===== config.mk =====
export PLATFORM = sky130hd
export DESIGN_NAME = alu_sched
export DESIGN_NICKNAME = d
export VERILOG_FILES = /design/src/rtl/alu_pkg.sv /design/src/rtl/alu_sched_arb.sv /design/src/rtl/alu_sched.sv
export SDC_FILE = /design/constraint.sdc
export NUM_CORES = 1
export LEC_CHECK = 0
export BUFFER_PORTS_ARGS = -buffer_cell sky130_fd_sc_hd__buf_2
export CORE_UTILIZATION = 40
export CTS_CLUSTER_DIAMETER = 150
export DETAILED_ROUTE_END_ITERATION = 10
export GPL_ROUTABILITY_DRIVEN = 0
export PLACE_DENSITY = 0.79
export SETUP_SLACK_MARGIN = 0.05
export SLEW_MARGIN = 5
export SYNTH_ARGS = -nofsm -noshare
export SYNTH_HDL_FRONTEND = slang
export SYNTH_SLANG_ARGS = --single-unit

===== constraint.sdc =====
create_clock -name clk -period 2.1 [get_ports clk]
set_input_delay 0.42 -clock clk [delete_from_list [all_inputs] [get_ports clk]]
set_output_delay 0.42 -clock clk [all_outputs]
set_load 0.05 [all_outputs]

===== src/rtl/alu_pkg.sv =====
// alu_pkg: definitions shared by the two-requester ALU scheduler.
//   - OP_* : ALU select encoding driven on alu_sel / carried on req_op
//   - state_e : scheduler FSM states
//   - W_DEFAULT : default operand/result width
//   - owner_onehot : owner index to response-valid vector
package alu_pkg;

  localparam int W_DEFAULT = 4;

  localparam logic [2:0] OP_ADD = 3'b000;
  localparam logic [2:0] OP_SUB = 3'b001;
  localparam logic [2:0] OP_AND = 3'b010;
  localparam logic [2:0] OP_OR  = 3'b011;
  localparam logic [2:0] OP_XOR = 3'b100;
  localparam logic [2:0] OP_NOT = 3'b101;
  localparam logic [2:0] OP_SHL = 3'b110;
  localparam logic [2:0] OP_SHR = 3'b111;

  typedef enum logic [1:0] {
    ST_IDLE = 2'd0,
    ST_EXEC = 2'd1,
    ST_RESP = 2'd2
  } state_e;

  function automatic logic [1:0] owner_onehot(input logic owner);
    return owner ? 2'b10 : 2'b01;
  endfunction

endpackage


===== src/rtl/alu_sched_arb.sv =====
// alu_sched_arb: 2-input arbiter for the ALU scheduler.
//   valid    : request vector
//   grant    : one-hot (or zero) grant, combinational from valid
//   clk/rst_n/grant_en : only present with ALU_SCHED_RR_EN; grant_en
//                        qualifies the pointer update at a real grant
// Build option ALU_SCHED_RR_EN: round-robin (after granting i, 1-i wins the
// next contention). Without it, requester 0 always wins and no pointer
// register exists.
module alu_sched_arb
  import alu_pkg::*;
(
`ifdef ALU_SCHED_RR_EN
  input  logic       clk,
  input  logic       rst_n,
  input  logic       grant_en,
`endif
  input  logic [1:0] valid,
  output logic [1:0] grant
);

`ifdef ALU_SCHED_RR_EN
  // prio_q = 1 means requester 1 wins a contention; reset favours requester 0
  logic prio_q;
  logic prio_d;

  always_comb begin
    grant = 2'b00;
    if (prio_q) begin
      grant[1] = valid[1];
      grant[0] = valid[0] & ~valid[1];
    end else begin
      grant[0] = valid[0];
      grant[1] = valid[1] & ~valid[0];
    end
  end

  // Pointer moves at grant time, independent of when the response completes
  always_comb begin
    prio_d = prio_q;
    if (grant_en && (grant != 2'b00)) prio_d = grant[0];
  end

  always_ff @(posedge clk or negedge rst_n) begin
    if (!rst_n) prio_q <= 1'b0;
    else        prio_q <= prio_d;
  end
`else
  always_comb begin
    grant[0] = valid[0];
    grant[1] = valid[1] & ~valid[0];
  end
`endif

endmodule


===== src/rtl/alu_sched.sv =====
// alu_sched: schedules two requesters onto one external combinational ALU.
//   req_*      : per-requester valid/ready request ports (packed i*W +: W)
//   rsp_*      : per-requester response valid/ready, shared result/flags
//   alu_a/b/sel: drive lines to the ALU; alu_result/carry/zero come back
// Flow: IDLE accepts one request and captures it, EXEC drives the ALU and
// registers its outputs, RESP presents them until the owner accepts.
// Build option ALU_SCHED_RR_EN selects round-robin arbitration (see
// alu_sched_arb); default is fixed priority to requester 0.
module alu_sched
  import alu_pkg::*;
#(
  parameter int W     = W_DEFAULT,
  parameter int N_REQ = 2
) (
  input  logic               clk,
  input  logic               rst_n,
  input  logic [N_REQ-1:0]   req_valid,
  output logic [N_REQ-1:0]   req_ready,
  input  logic [N_REQ*W-1:0] req_a,
  input  logic [N_REQ*W-1:0] req_b,
  input  logic [N_REQ*3-1:0] req_op,
  output logic [N_REQ-1:0]   rsp_valid,
  input  logic [N_REQ-1:0]   rsp_ready,
  output logic [W-1:0]       rsp_result,
  output logic               rsp_carry,
  output logic               rsp_zero,
  output logic [W-1:0]       alu_a,
  output logic [W-1:0]       alu_b,
  output logic [2:0]         alu_sel,
  input  logic [W-1:0]       alu_result,
  input  logic               alu_carry,
  input  logic               alu_zero
);

  state_e       state_q, state_d;
  logic [W-1:0] a_q, a_d, b_q, b_d;
  logic [2:0]   op_q, op_d;
  logic         owner_q, owner_d;
  logic [W-1:0] res_q, res_d;
  logic         carry_q, carry_d;
  logic         zero_q, zero_d;
  logic [1:0]   grant;

  alu_sched_arb u_arb (
`ifdef ALU_SCHED_RR_EN
    .clk      (clk),
    .rst_n    (rst_n),
    .grant_en (state_q == ST_IDLE),
`endif
    .valid    (req_valid),
    .grant    (grant)
  );

  always_comb begin
    state_d   = state_q;
    a_d       = a_q;
    b_d       = b_q;
    op_d      = op_q;
    owner_d   = owner_q;
    res_d     = res_q;
    carry_d   = carry_q;
    zero_d    = zero_q;
    req_ready = '0;
    rsp_valid = '0;
    case (state_q)
      ST_IDLE: begin
        req_ready = grant;
        if (grant != 2'b00) begin
          owner_d = grant[1];
          if (grant[1]) begin
            a_d  = req_a[W +: W];
            b_d  = req_b[W +: W];
            op_d = req_op[3 +: 3];
          end else begin
            a_d  = req_a[0 +: W];
            b_d  = req_b[0 +: W];
            op_d = req_op[0 +: 3];
          end
          state_d = ST_EXEC;
        end
      end
      ST_EXEC: begin
        res_d   = alu_result;
        carry_d = alu_carry;
        zero_d  = alu_zero;
        state_d = ST_RESP;
      end
      ST_RESP: begin
        rsp_valid = owner_onehot(owner_q);
        if (rsp_ready[owner_q]) state_d = ST_IDLE;
      end
      default: state_d = ST_IDLE;
    endcase
  end

  always_ff @(posedge clk or negedge rst_n) begin
    if (!rst_n) begin
      state_q <= ST_IDLE;
      a_q     <= '0;
      b_q     <= '0;
      op_q    <= '0;
      owner_q <= 1'b0;
      res_q   <= '0;
      carry_q <= 1'b0;
      zero_q  <= 1'b0;
    end else begin
      state_q <= state_d;
      a_q     <= a_d;
      b_q     <= b_d;
      op_q    <= op_d;
      owner_q <= owner_d;
      res_q   <= res_d;
      carry_q <= carry_d;
      zero_q  <= zero_d;
    end
  end

  // Capture registers only change at accept, so they also hold the ALU
  // lines at their last value outside EXEC.
  assign alu_a      = a_q;
  assign alu_b      = b_q;
  assign alu_sel    = op_q;
  assign rsp_result = res_q;
  assign rsp_carry  = carry_q;
  assign rsp_zero   = zero_q;

endmodule


==> results of run 1 <==
==> sequential cells by signal (all words and copies together), names as in the netlist <==
| name | flops |
|---|---|
| rsp_carry | 1 |
| state_q | 2 |
| alu_sel | 3 |
| alu_a | 4 |
| owner_q | 1 |
| alu_b | 4 |
| rsp_result | 4 |
| rsp_zero | 1 |
==> synth_stat cells (all sizes together) <==
cell    number
and2         1
a21oi        1
buf          3
o21a         1
nor3         1
inv          1
nor2         4
o21ai        1
mux2        29
nand2b       3
dfrtp       20
==> worst max-delay path, cell delays in order, from the launching register on <==
cell	delay, ns
sky130_fd_sc_hd__dfrtp_1	0.43
sky130_fd_sc_hd__nor2_1	0.17
sky130_fd_sc_hd__and2_1	0.16
sky130_fd_sc_hd__buf_2	0.26
==> cell type report <==
| cell class | count | share of cell area [%] |
|---|---|---|
| sequential | 20 | 37.4 |
| multi-input combinational | 41 | 35.0 |
| timing repair buffer | 55 | 20.7 |
| tap | 28 | 2.62 |
| clock inverter | 1 | 2.24 |
| clock buffer | 3 | 1.68 |
| inverter | 1 | 0.280 |
==> power by group through the flow <==
stage               clock (mW)  sequential [mW]  combinational, mW
floorplan                    0             1.29              0.550
finish                   0.316            0.705               1.43
global placement             0            0.696               1.41
detailed placement           0            0.707               1.44
global route             0.339            0.724               1.49
CTS                      0.321            0.707               1.44
==> cell families after synthesis <==
kind of cell / after synthesis
compound gates: 3
buf+inv: 4
simple gates: 9
mux: 29
flops: 20
==> worst paths after layout <==
check | depth (start not counted) | end | start | slack, ns
setup / recovery | 3 | req_ready[0] | state_q[0] | 0.36
hold / removal | 1 | alu_a[3] | rst_n | 0.03
setup reg to reg | 4 | alu_sel[2] | state_q[0] | 0.67
hold reg to reg | 1 | rsp_result[1] | rsp_result[1] | 0.51
max in group asynchronous | 1 | rsp_result[2] | rst_n | 1.77
min in group clk | 2 | rsp_result[1] | alu_result[1] | 0.34
==> metrics by stage <==
stage	util, %	cell area [µm²]	std cells	setup WS (ns)
floorplan	-	997	65	0.362
global placement	56.5	1290	145	0.523
detailed placement	56.5	1290	145	0.504
CTS	58.8	1340	149	0.341
global route	58.8	1340	149	0.239
finish	58.8	1340	149	0.358
==> placed cells by master (no fill, tap or decap) <==
master                      synthesis  final
sky130_fd_sc_hd__nand2b_4           1      1
sky130_fd_sc_hd__nand2b_1           2      2
sky130_fd_sc_hd__buf_2              1     54
sky130_fd_sc_hd__nor2_1             4      4
sky130_fd_sc_hd__dfrtp_1           20     20
sky130_fd_sc_hd__a21oi_1            1      1
sky130_fd_sc_hd__nor3_2             0      1
sky130_fd_sc_hd__and2_1             1      1
sky130_fd_sc_hd__mux2_2            11     11
sky130_fd_sc_hd__mux2_4            18     18
sky130_fd_sc_hd__o21a_1             1      1
sky130_fd_sc_hd__o21ai_0            1      1
sky130_fd_sc_hd__buf_4              1      1
sky130_fd_sc_hd__inv_1              1      1
sky130_fd_sc_hd__bufinv_16          0      1
sky130_fd_sc_hd__clkbuf_4           0      3
==> layer usage <==
metal	global-route usage [%]	share of wire (%)	vias up
met5	0	0	-
met4	4.05	0.63	0
met3	4.39	6.3	2
met2	29.9	54	38
met1	18.3	39	341
li1	-	-	342
==> impl_metrics.py, run 1 <==
metrics = {
    "power_and_ir_drop": {
        "power.clock.fraction_pct": 12.9,
        "power.combinational.fraction_pct": 58.4,
        "intPower_mw": 1.26,
        "share_seq_of_total_power_pct": 28.8,
        "power_switching_share_pct": 48.7,
        "p_total_mw": 2.45,
        "power.switching_mw": 1.19,
        "cellPowerDensity_nw_per_um2": 1830,
        "leakagePower_nw": 0.717,
        "vdd_drop_max_uv": 1060,
    },
    "worst_setup_path": {
        "crit_path_end_kind": "primary output",
        "cp_data_arrival_time_ns": 1.32,
        "worst_ep_required_time_ns": 1.68,
        "timing.setup.critical_path_class": "reg -> out",
        "timing.critical_path.from_type": "flip-flop",
        "worst-path-max-fanout": 4,
    },
    "placement": {
        "detailed_place_hpwl_mm": 1.57,
        "count_of_buffers_from_port_buffering": 54,
    },
    "final_layout": {
        "multi_input_area_um2": 469,
        "layout.nets": 156,
        "n_antenna_cell": 0,
        "final-seq-area_um2": 500,
        "post_route_cells_drive_above_1_share_pct": 74.4,
        "syn_to_final_growth_pct": 34.9,
        "fill_cells": 186,
    },
    "die": {
        "core.rowCount": 17,
        "io-pin-count": 55,
        "start_util_pct": 43.6,
        "die-width_um": 51.8,
        "core_um2": 2280,
        "die_y_um": 51.8,
        "total_die_area_um2": 2680,
    },
    "synthesis": {
        "netlist_top_cells_area": "sky130_fd_sc_hd__dfrtp_1, sky130_fd_sc_hd__mux2_4, sky130_fd_sc_hd__mux2_2",
        "netlist_area_before_placement_um2": 992,
        "synth_fa_ha_area_share_pct": 0,
        "top_cell_type_s_share_of_synthesized_area_pct": 50.4,
        "post_synth_and_or_nand_nor_area_fraction_pct": 5.30,
        "synth_top_family_by_area": "multiplexers",
        "synth_area_per_cell_um2": 15.3,
        "synthesis.nets": 99,
        "compound_cell_area_share_of_the_yosys_netlist_pct": 1.77,
        "synthXorXnorAreaFrac_pct": 0,
        "ys_warn_count": 0,
        "postSynthCellCount": 65,
        "post-synth-top-area-cell": "sky130_fd_sc_hd__dfrtp_1",
        "synth_seq_area_share_pct": 50.4,
        "synth_cell_type_count": 15,
        "synthMuxAreaShare_pct": 39.7,
        "yosys_reg_bits": 20,
    },
    "route": {
        "remaining_drc_errors": 0,
        "wire_per_inst_um": 13.8,
        "route.vias.total": 723,
        "drt-pass1-iter-count": 4,
        "initialDrtViolationCount": 3,
        "drt_wl_total_mm": 2.06,
        "avgViaCountPerCell": 4.85,
        "postRouteAntennaNets": 0,
    },
    "sta": {
        "fmax_ghz": 0.574,
        "skew_ns": 0.00196,
        "finalCriticalPeriod_ns": 1.74,
        "finalSetupViolCount": 0,
        "rsz0062_at_grt": "no",
        "final.period_utilization_pct": 83.0,
        "finalMaxSlewViolations": 0,
        "timing_hold_violations_final": 0,
        "worstMarginPinSlew_ns": 0.430,
        "timing.setup.tns_ns": 0,
        "fin_hold_ws_ns": 0.0321,
        "worst_max_slew_margin_expressed_relative_to_the_limit_pct": 71.3,
    },
    "cts": {
        "htree_levels": 1,
        "post_cts_resized": 0,
        "cts_num_sinks": 20,
        "post_cts_hold_buffer_count": 0,
        "clk_pin_slew_ns": 0.12,
        "cts_made_buffers": 3,
        "post_cts.repair.setup_buffers": 0,
        "largest_buffer_count_on_any_clock_path": 2,
        "clkLatencyLatePin_ns": 0.30,
        "tritoncts": "done",
        "ctsRootBufferMaster": "sky130_fd_sc_hd__clkbuf_4",
    },
    "worst_hold_path": {
        "worstHoldPathType": "in -> async",
    },
    "grt": {
        "initial_antenna_violation_count": 0,
        "via_count_of_the_first_global_routing_pass": 690,
        "largest_net_degree_at_the_start_of_global_routing": 21,
        "global_route.usage.total_pct": 16.2,
        "globalRouteOverflowTotal": 0,
        "grt_first_pass_wirelength_mm": 3.06,
    },
    "outcome": {
        "run_status": "complete, no violations",
    },
    "flow_run": {
        "max_cap_viol_count": 0,
    },
}
(Power assumes the default switching activity.)
==> run 2, diff against run 1 <==
--- a/config.mk
+++ b/config.mk
@@ -5,12 +5,13 @@
 export SDC_FILE = /design/constraint.sdc
 export NUM_CORES = 1
 export LEC_CHECK = 0
+export ABC_AREA = 1
 export BUFFER_PORTS_ARGS = -buffer_cell sky130_fd_sc_hd__buf_2
-export CORE_UTILIZATION = 40
+export CORE_UTILIZATION = 39
 export CTS_CLUSTER_DIAMETER = 150
 export DETAILED_ROUTE_END_ITERATION = 10
 export GPL_ROUTABILITY_DRIVEN = 0
-export PLACE_DENSITY = 0.79
+export PLACE_DENSITY = 0.81
 export SETUP_SLACK_MARGIN = 0.05
 export SLEW_MARGIN = 5
 export SYNTH_ARGS = -nofsm -noshare
==> constraint.sdc (replaced) <==
create_clock -name clk -period 1.5 [get_ports clk]
set_input_delay 0.3 -clock clk [delete_from_list [all_inputs] [get_ports clk]]
set_output_delay 0.3 -clock clk [all_outputs]
set_load 0.05 [all_outputs]
==> impl_metrics.py, run 2 <==
metrics = {
    "final_layout": {
        "final-seq-area_um2": 502,
        "multi_input_area_um2": 448,
        "syn_to_final_growth_pct": 41.1,
        "fin_area_um2": 1400,
        "layout_common_cells": "sky130_fd_sc_hd__nand2_1, sky130_fd_sc_hd__buf_2, sky130_fd_sc_hd__dfrtp_1",
        "layout.cells.most_common": "sky130_fd_sc_hd__nand2_1",
        "post_route_cells_drive_above_1_share_pct": 38.5,
        "n_antenna_cell": 0,
        "layout.cells.non_filler": 220,
        "fill_cells": 200,
        "layout.nets": 227,
    },
    "route": {
        "initialDrtViolationCount": 16,
        "route.vias.total": 1025,
        "remaining_drc_errors": 0,
        "wire_per_inst_um": 10.7,
        "drt_wl_total_mm": 2.36,
        "avgViaCountPerCell": 4.66,
        "drt-pass1-iter-count": 4,
        "postRouteAntennaNets": 0,
    },
    "grt": {
        "via_count_of_the_first_global_routing_pass": 926,
        "largest_net_degree_at_the_start_of_global_routing": 21,
        "globalRouteOverflowTotal": 0,
        "global_route.usage.total_pct": 19.5,
        "grt_first_pass_wirelength_mm": 3.90,
        "initial_antenna_violation_count": 0,
    },
    "worst_setup_path": {
        "worst_ep_required_time_ns": 1.20,
        "crit_slowest_cell": "sky130_fd_sc_hd__dfrtp_2",
        "worst-path-max-fanout": 3,
        "path_cells": "nor2_8, inv_4, nor2_4, buf_6",
        "crit_path_end_kind": "primary output",
        "timing.critical_path.from_type": "flip-flop",
        "timing.critical_path.from": "state_q[0]",
        "timing.setup.critical_path_class": "reg -> out",
        "critical-path-max-stage-delay_ns": 0.46,
        "regToRegStartpoint": "state_q[0]",
        "cp_data_arrival_time_ns": 1.21,
    },
    "outcome": {
        "violations": "negative setup slack",
        "run_status": "finished with violations",
    },
    "sta": {
        "fmax_ghz": 0.660,
        "final.period_utilization_pct": 101,
        "worstMarginPinSlew_ns": 0.427,
        "setup_slack_after_layout_ns": -0.0150,
        "timing_hold_violations_final": 0,
        "rsz0062_at_grt": "yes",
        "timing.setup.tns_ns": -0.0313,
        "finalMaxSlewViolations": 0,
        "finalSetupViolCount": 4,
        "skew_ns": 0.00306,
        "finalCriticalPeriod_ns": 1.51,
        "worst_max_slew_margin_expressed_relative_to_the_limit_pct": 71.5,
    },
    "die": {
        "core_um2": 2300,
        "start_util_pct": 43.3,
        "core.rowCount": 17,
        "io-pin-count": 55,
        "die_y_um": 52.5,
        "total_die_area_um2": 2760,
        "die-width_um": 52.5,
    },
    "power_and_ir_drop": {
        "cellPowerDensity_nw_per_um2": 2380,
        "vdd_drop_max_uv": 1270,
        "leakagePower_nw": 0.839,
    },
    "placement": {
        "count_of_buffers_from_port_buffering": 54,
        "placedInstanceArea_um2": 1300,
        "detailed_place_hpwl_mm": 1.82,
        "pre_cts_slack_ns": 0.187,
        "dpl.cell_count": 213,
    },
    "synthesis": {
        "synth_seq_area_share_pct": 50.3,
        "async_reset_ff_share_pct": 100,
        "synth_area_per_cell_um2": 7.54,
        "top_cell_type_s_share_of_synthesized_area_pct": 50.3,
        "ys_warn_count": 0,
        "yosys_reg_bits": 20,
        "netlist_area_before_placement_um2": 995,
        "synthesis.nets": 166,
        "synth.cells.most_frequent": "sky130_fd_sc_hd__nand2_1, sky130_fd_sc_hd__dfrtp_1, sky130_fd_sc_hd__nand3_1, sky130_fd_sc_hd__nor2_1",
        "synth-edff-count": 0,
        "post-synth-top-area-cell": "sky130_fd_sc_hd__dfrtp_1",
        "ys_dominant_reg_cell": "sky130_fd_sc_hd__dfrtp_1",
        "synth_cell_type_count": 15,
        "yosys.cell_count.top_type": "sky130_fd_sc_hd__nand2_1",
        "netlist_top_cells_area": "sky130_fd_sc_hd__dfrtp_1, sky130_fd_sc_hd__nand2_1, sky130_fd_sc_hd__nand3_1",
        "postSynthCellCount": 132,
    },
    "cts": {
        "ctsRootBufferMaster": "sky130_fd_sc_hd__clkbuf_4",
        "tritoncts": "done",
        "clkLatencyLatePin_ns": 0.30,
        "cts_num_sinks": 20,
        "cts_made_buffers": 3,
        "clk_pin_slew_ns": 0.11,
        "htree_levels": 1,
        "largest_buffer_count_on_any_clock_path": 2,
    },
    "worst_hold_path": {
        "hold_start": "alu_result[1]",
        "worstHoldPathType": "in -> reg",
    },
    "flow_run": {
        "max_cap_viol_count": 0,
    },
}
==> run 2: changes by cell type after synthesis, moves of 11 or more <==
cell | before | now
sky130_fd_sc_hd__mux2_2 | 11 | 0
sky130_fd_sc_hd__nand3_1 | 0 | 17
sky130_fd_sc_hd__mux2_4 | 18 | 0
sky130_fd_sc_hd__nand2_1 | 0 | 72
==> run 2: logic make-up after synthesis <==
logic type / count (synthesis) / share of synthesized area (%)
AOI/OAI and AO/OA: 3 / 1.51
DFF: 20 / 50.3
and+or+nand+nor: 98 / 41.8
buffers and inverters: 11 / 6.41
==> run 2: what timing repair did <==
| action | in CTS | in global routing |
|---|---|---|
| setup buffers | 1 | 1 |
| hold endpoints to repair | 20 | 0 |
| hold buffers | 1 | 0 |
| setup endpoints to repair | 4 | 4 |
| gates resized for setup | 10 | 4 |
| pin swaps | 1 | 5 |
==> run 2: layout make-up <==
class                           count  share of cell area (%)
Clock buffer                        4                    2.58
Multi-Input combinational cell    101                    31.9
Sequential cell                    20                    35.7
Inverter                            5                    1.52
Timing Repair Buffer               62                    25.8
Tap cell                           28                    2.50
==> run 2: final timing paths <==
kind	to	slack (ns)	depth (start not counted)
max reg2reg	alu_b[2]	0.12	7
min in group asynchronous	rsp_result[1]	0.46	2
max	req_ready[0]	-0.01	4
max in group asynchronous	state_q[0]	0.72	2
min reg2reg	rsp_zero	0.48	2
min	rsp_result[1]	0.24	3
==> run 2: routing by layer <==
| layer | vias up | wire [µm] | global-route usage [%] |
|---|---|---|---|
| met5 | - | 0 | 0 |
| met4 | 0 | 30 | 7.89 |
| met3 | 4 | 161 | 3.48 |
| met2 | 41 | 1130 | 34.4 |
| met1 | 448 | 1030 | 23.2 |
| li1 | 532 | - | - |
==> run 2: worst max-delay path, delay by kind of cell, from the launching register on <==
kind	cells	cell delay [ns]
buf+inv	2	0.22
simple gates	2	0.23
flops	1	0.46
==> run 2: metrics by stage <==
step / hold slack, ns / util [%] / power [mW]
global route: 0.232 / 61.1 / 3.55
CTS: 0.244 / 60.2 / 3.31
detailed placement: 0.267 / 56.5 / 2.91
floorplan: 0.00441 / - / 2.47
finish: 0.244 / 61.1 / 3.34
global placement: 0.258 / 56.5 / 2.85
==> run 2: where the power goes <==
group | internal [mW] | total (mW) | leakage (nW) | switching (mW)
logic | 0.561 | 2.05 | 0.572 | 1.49
clock network | 0.148 | 0.306 | 0.0210 | 0.158
registers | 0.803 | 0.974 | 0.246 | 0.172
total | 1.51 | 3.34 | 0.839 | 1.82
==> run 3, diff against run 2 <==
==> constraint.sdc (replaced) <==
create_clock -name clk -period 1.5 [get_ports clk]
set_input_delay 0.225 -clock clk [delete_from_list [all_inputs] [get_ports clk]]
set_output_delay 0.225 -clock clk [all_outputs]
set_load 0.05 [all_outputs]
==> impl_metrics.py, run 3 (same netlist as run 2, synthesis figures left out) <==
metrics = {
    "sta": {
        "fin_hold_ws_ns": 0.167,
        "final.period_utilization_pct": 95.8,
        "timing.setup.tns_ns": 0,
        "fmax_ghz": 0.696,
        "finalCriticalPeriod_ns": 1.44,
        "timing_hold_violations_final": 0,
        "skew_ns": 0.0124,
        "setup_slack_after_layout_ns": 0.0630,
        "worst_max_slew_margin_expressed_relative_to_the_limit_pct": 71.7,
        "finalMaxSlewViolations": 0,
        "worstMarginPinSlew_ns": 0.425,
        "finalSetupViolCount": 0,
        "rsz0062_at_grt": "yes",
    },
    "outcome": {
        "run_status": "complete, no violations",
    },
    "worst_setup_path": {
        "crit_path_end_kind": "primary output",
        "cp_data_arrival_time_ns": 1.21,
        "worst-path-max-fanout": 3,
        "timing.setup.critical_path_class": "reg -> out",
        "worst_ep_required_time_ns": 1.27,
        "timing.critical_path.from_type": "flip-flop",
        "reg2regPathDepth": 7,
    },
    "power_and_ir_drop": {
        "cellPowerDensity_nw_per_um2": 2460,
        "vdd_drop_max_uv": 1450,
        "leakagePower_nw": 0.839,
        "p_total_mw": 3.49,
    },
    "grt": {
        "globalRouteOverflowTotal": 0,
        "initial_antenna_violation_count": 0,
        "global_route.usage.total_pct": 19.9,
        "largest_net_degree_at_the_start_of_global_routing": 21,
        "via_count_of_the_first_global_routing_pass": 990,
        "grt_first_pass_wirelength_mm": 3.98,
    },
    "route": {
        "drt_wl_total_mm": 2.52,
        "wire_per_inst_um": 11.5,
        "postRouteAntennaNets": 0,
        "initialDrtViolationCount": 7,
        "route.vias.total": 1051,
        "remaining_drc_errors": 0,
        "drt-pass1-iter-count": 4,
        "avgViaCountPerCell": 4.80,
    },
    "placement": {
        "detailed_place_hpwl_mm": 1.94,
        "count_of_buffers_from_port_buffering": 54,
        "pre_cts_slack_ns": 0.248,
        "dpl.cell_count": 211,
    },
    "cts": {
        "htree_levels": 1,
        "cts_num_sinks": 20,
        "ctsRootBufferMaster": "sky130_fd_sc_hd__clkbuf_4",
        "tritoncts": "done",
        "clkLatencyLatePin_ns": 0.30,
        "largest_buffer_count_on_any_clock_path": 2,
        "cts_made_buffers": 3,
        "clk_pin_slew_ns": 0.12,
    },
    "final_layout": {
        "post_route_cells_drive_above_1_share_pct": 40.3,
        "syn_to_final_growth_pct": 42.6,
        "layout_common_cells": "sky130_fd_sc_hd__nand2_1, sky130_fd_sc_hd__buf_2, sky130_fd_sc_hd__dfrtp_1",
        "layout.nets": 226,
        "layout.cells.most_common": "sky130_fd_sc_hd__nand2_1",
        "n_antenna_cell": 0,
        "layout.cells.non_filler": 219,
    },
    "die": {
        "io-pin-count": 55,
        "core.rowCount": 17,
        "core_um2": 2300,
        "die_y_um": 52.5,
        "die-width_um": 52.5,
        "start_util_pct": 43.3,
        "total_die_area_um2": 2760,
    },
    "worst_hold_path": {
        "worstHoldPathType": "in -> reg",
        "hold_depth": 3,
    },
    "flow_run": {
        "max_cap_viol_count": 0,
    },
}
## run 3: final timing paths
kind                       startpoint            end  slack [ns]
min                          alu_zero       rsp_zero        0.17
max reg2reg                state_q[0]     alu_sel[2]        0.12
max                        state_q[0]   req_ready[0]        0.06
max in group asynchronous       rst_n     state_q[1]        0.79
min reg2reg                 rsp_carry      rsp_carry        0.48
min in group asynchronous       rst_n  rsp_result[2]        0.38
## run 3: cell type report
class / instances / area, µm²
Timing Repair Buffer: 61 / 350
Tap cell: 28 / 35.0
Clock buffer: 3 / 22.5
Inverter: 5 / 21.3
Sequential cell: 20 / 503
Multi-Input combinational cell: 101 / 457
Clock inverter: 1 / 30.0
Fill cell: 218 / 878
## run 3: metal layers
metal | track usage (%) | share of wire (%)
met1 | 21.2 | 42
met2 | 35.9 | 51
met3 | 4.93 | 6.5
met4 | 10.1 | 0.55
met5 | 0 | 0
## run 3: worst max-delay path, stage by stage, from the launching register on
cell and delay, ns:
sky130_fd_sc_hd__dfrtp_2 0.47, sky130_fd_sc_hd__nor2_8 0.14, sky130_fd_sc_hd__inv_4 0.06, sky130_fd_sc_hd__nor2_4 0.10
sky130_fd_sc_hd__buf_6 0.17
## run 3: what timing repair did
| action | CTS | global route |
|---|---|---|
| resized for setup | 12 | 5 |
| gates cloned | 0 | 0 |
| hold endpoints to repair | 20 | 0 |
| pin swaps | 2 | 3 |
| hold buffers | 1 | 0 |
| endpoints found under the setup margin | 4 | 7 |
| setup buffers | 2 | 1 |
## run 3: where the power goes
part	switching (mW)	internal, mW	leakage, nW
Combinational	1.51	0.556	0.567
Sequential	0.195	0.805	0.245
Clock	0.158	0.270	0.0279
Total	1.86	1.63	0.839
## run 3: through the flow
stage / util, % / instance area [µm²]
floorplan: - / 1000
global placement: 55.8 / 1280
detailed placement: 55.8 / 1280
CTS: 60.8 / 1400
global route: 61.8 / 1420
finish: 61.8 / 1420
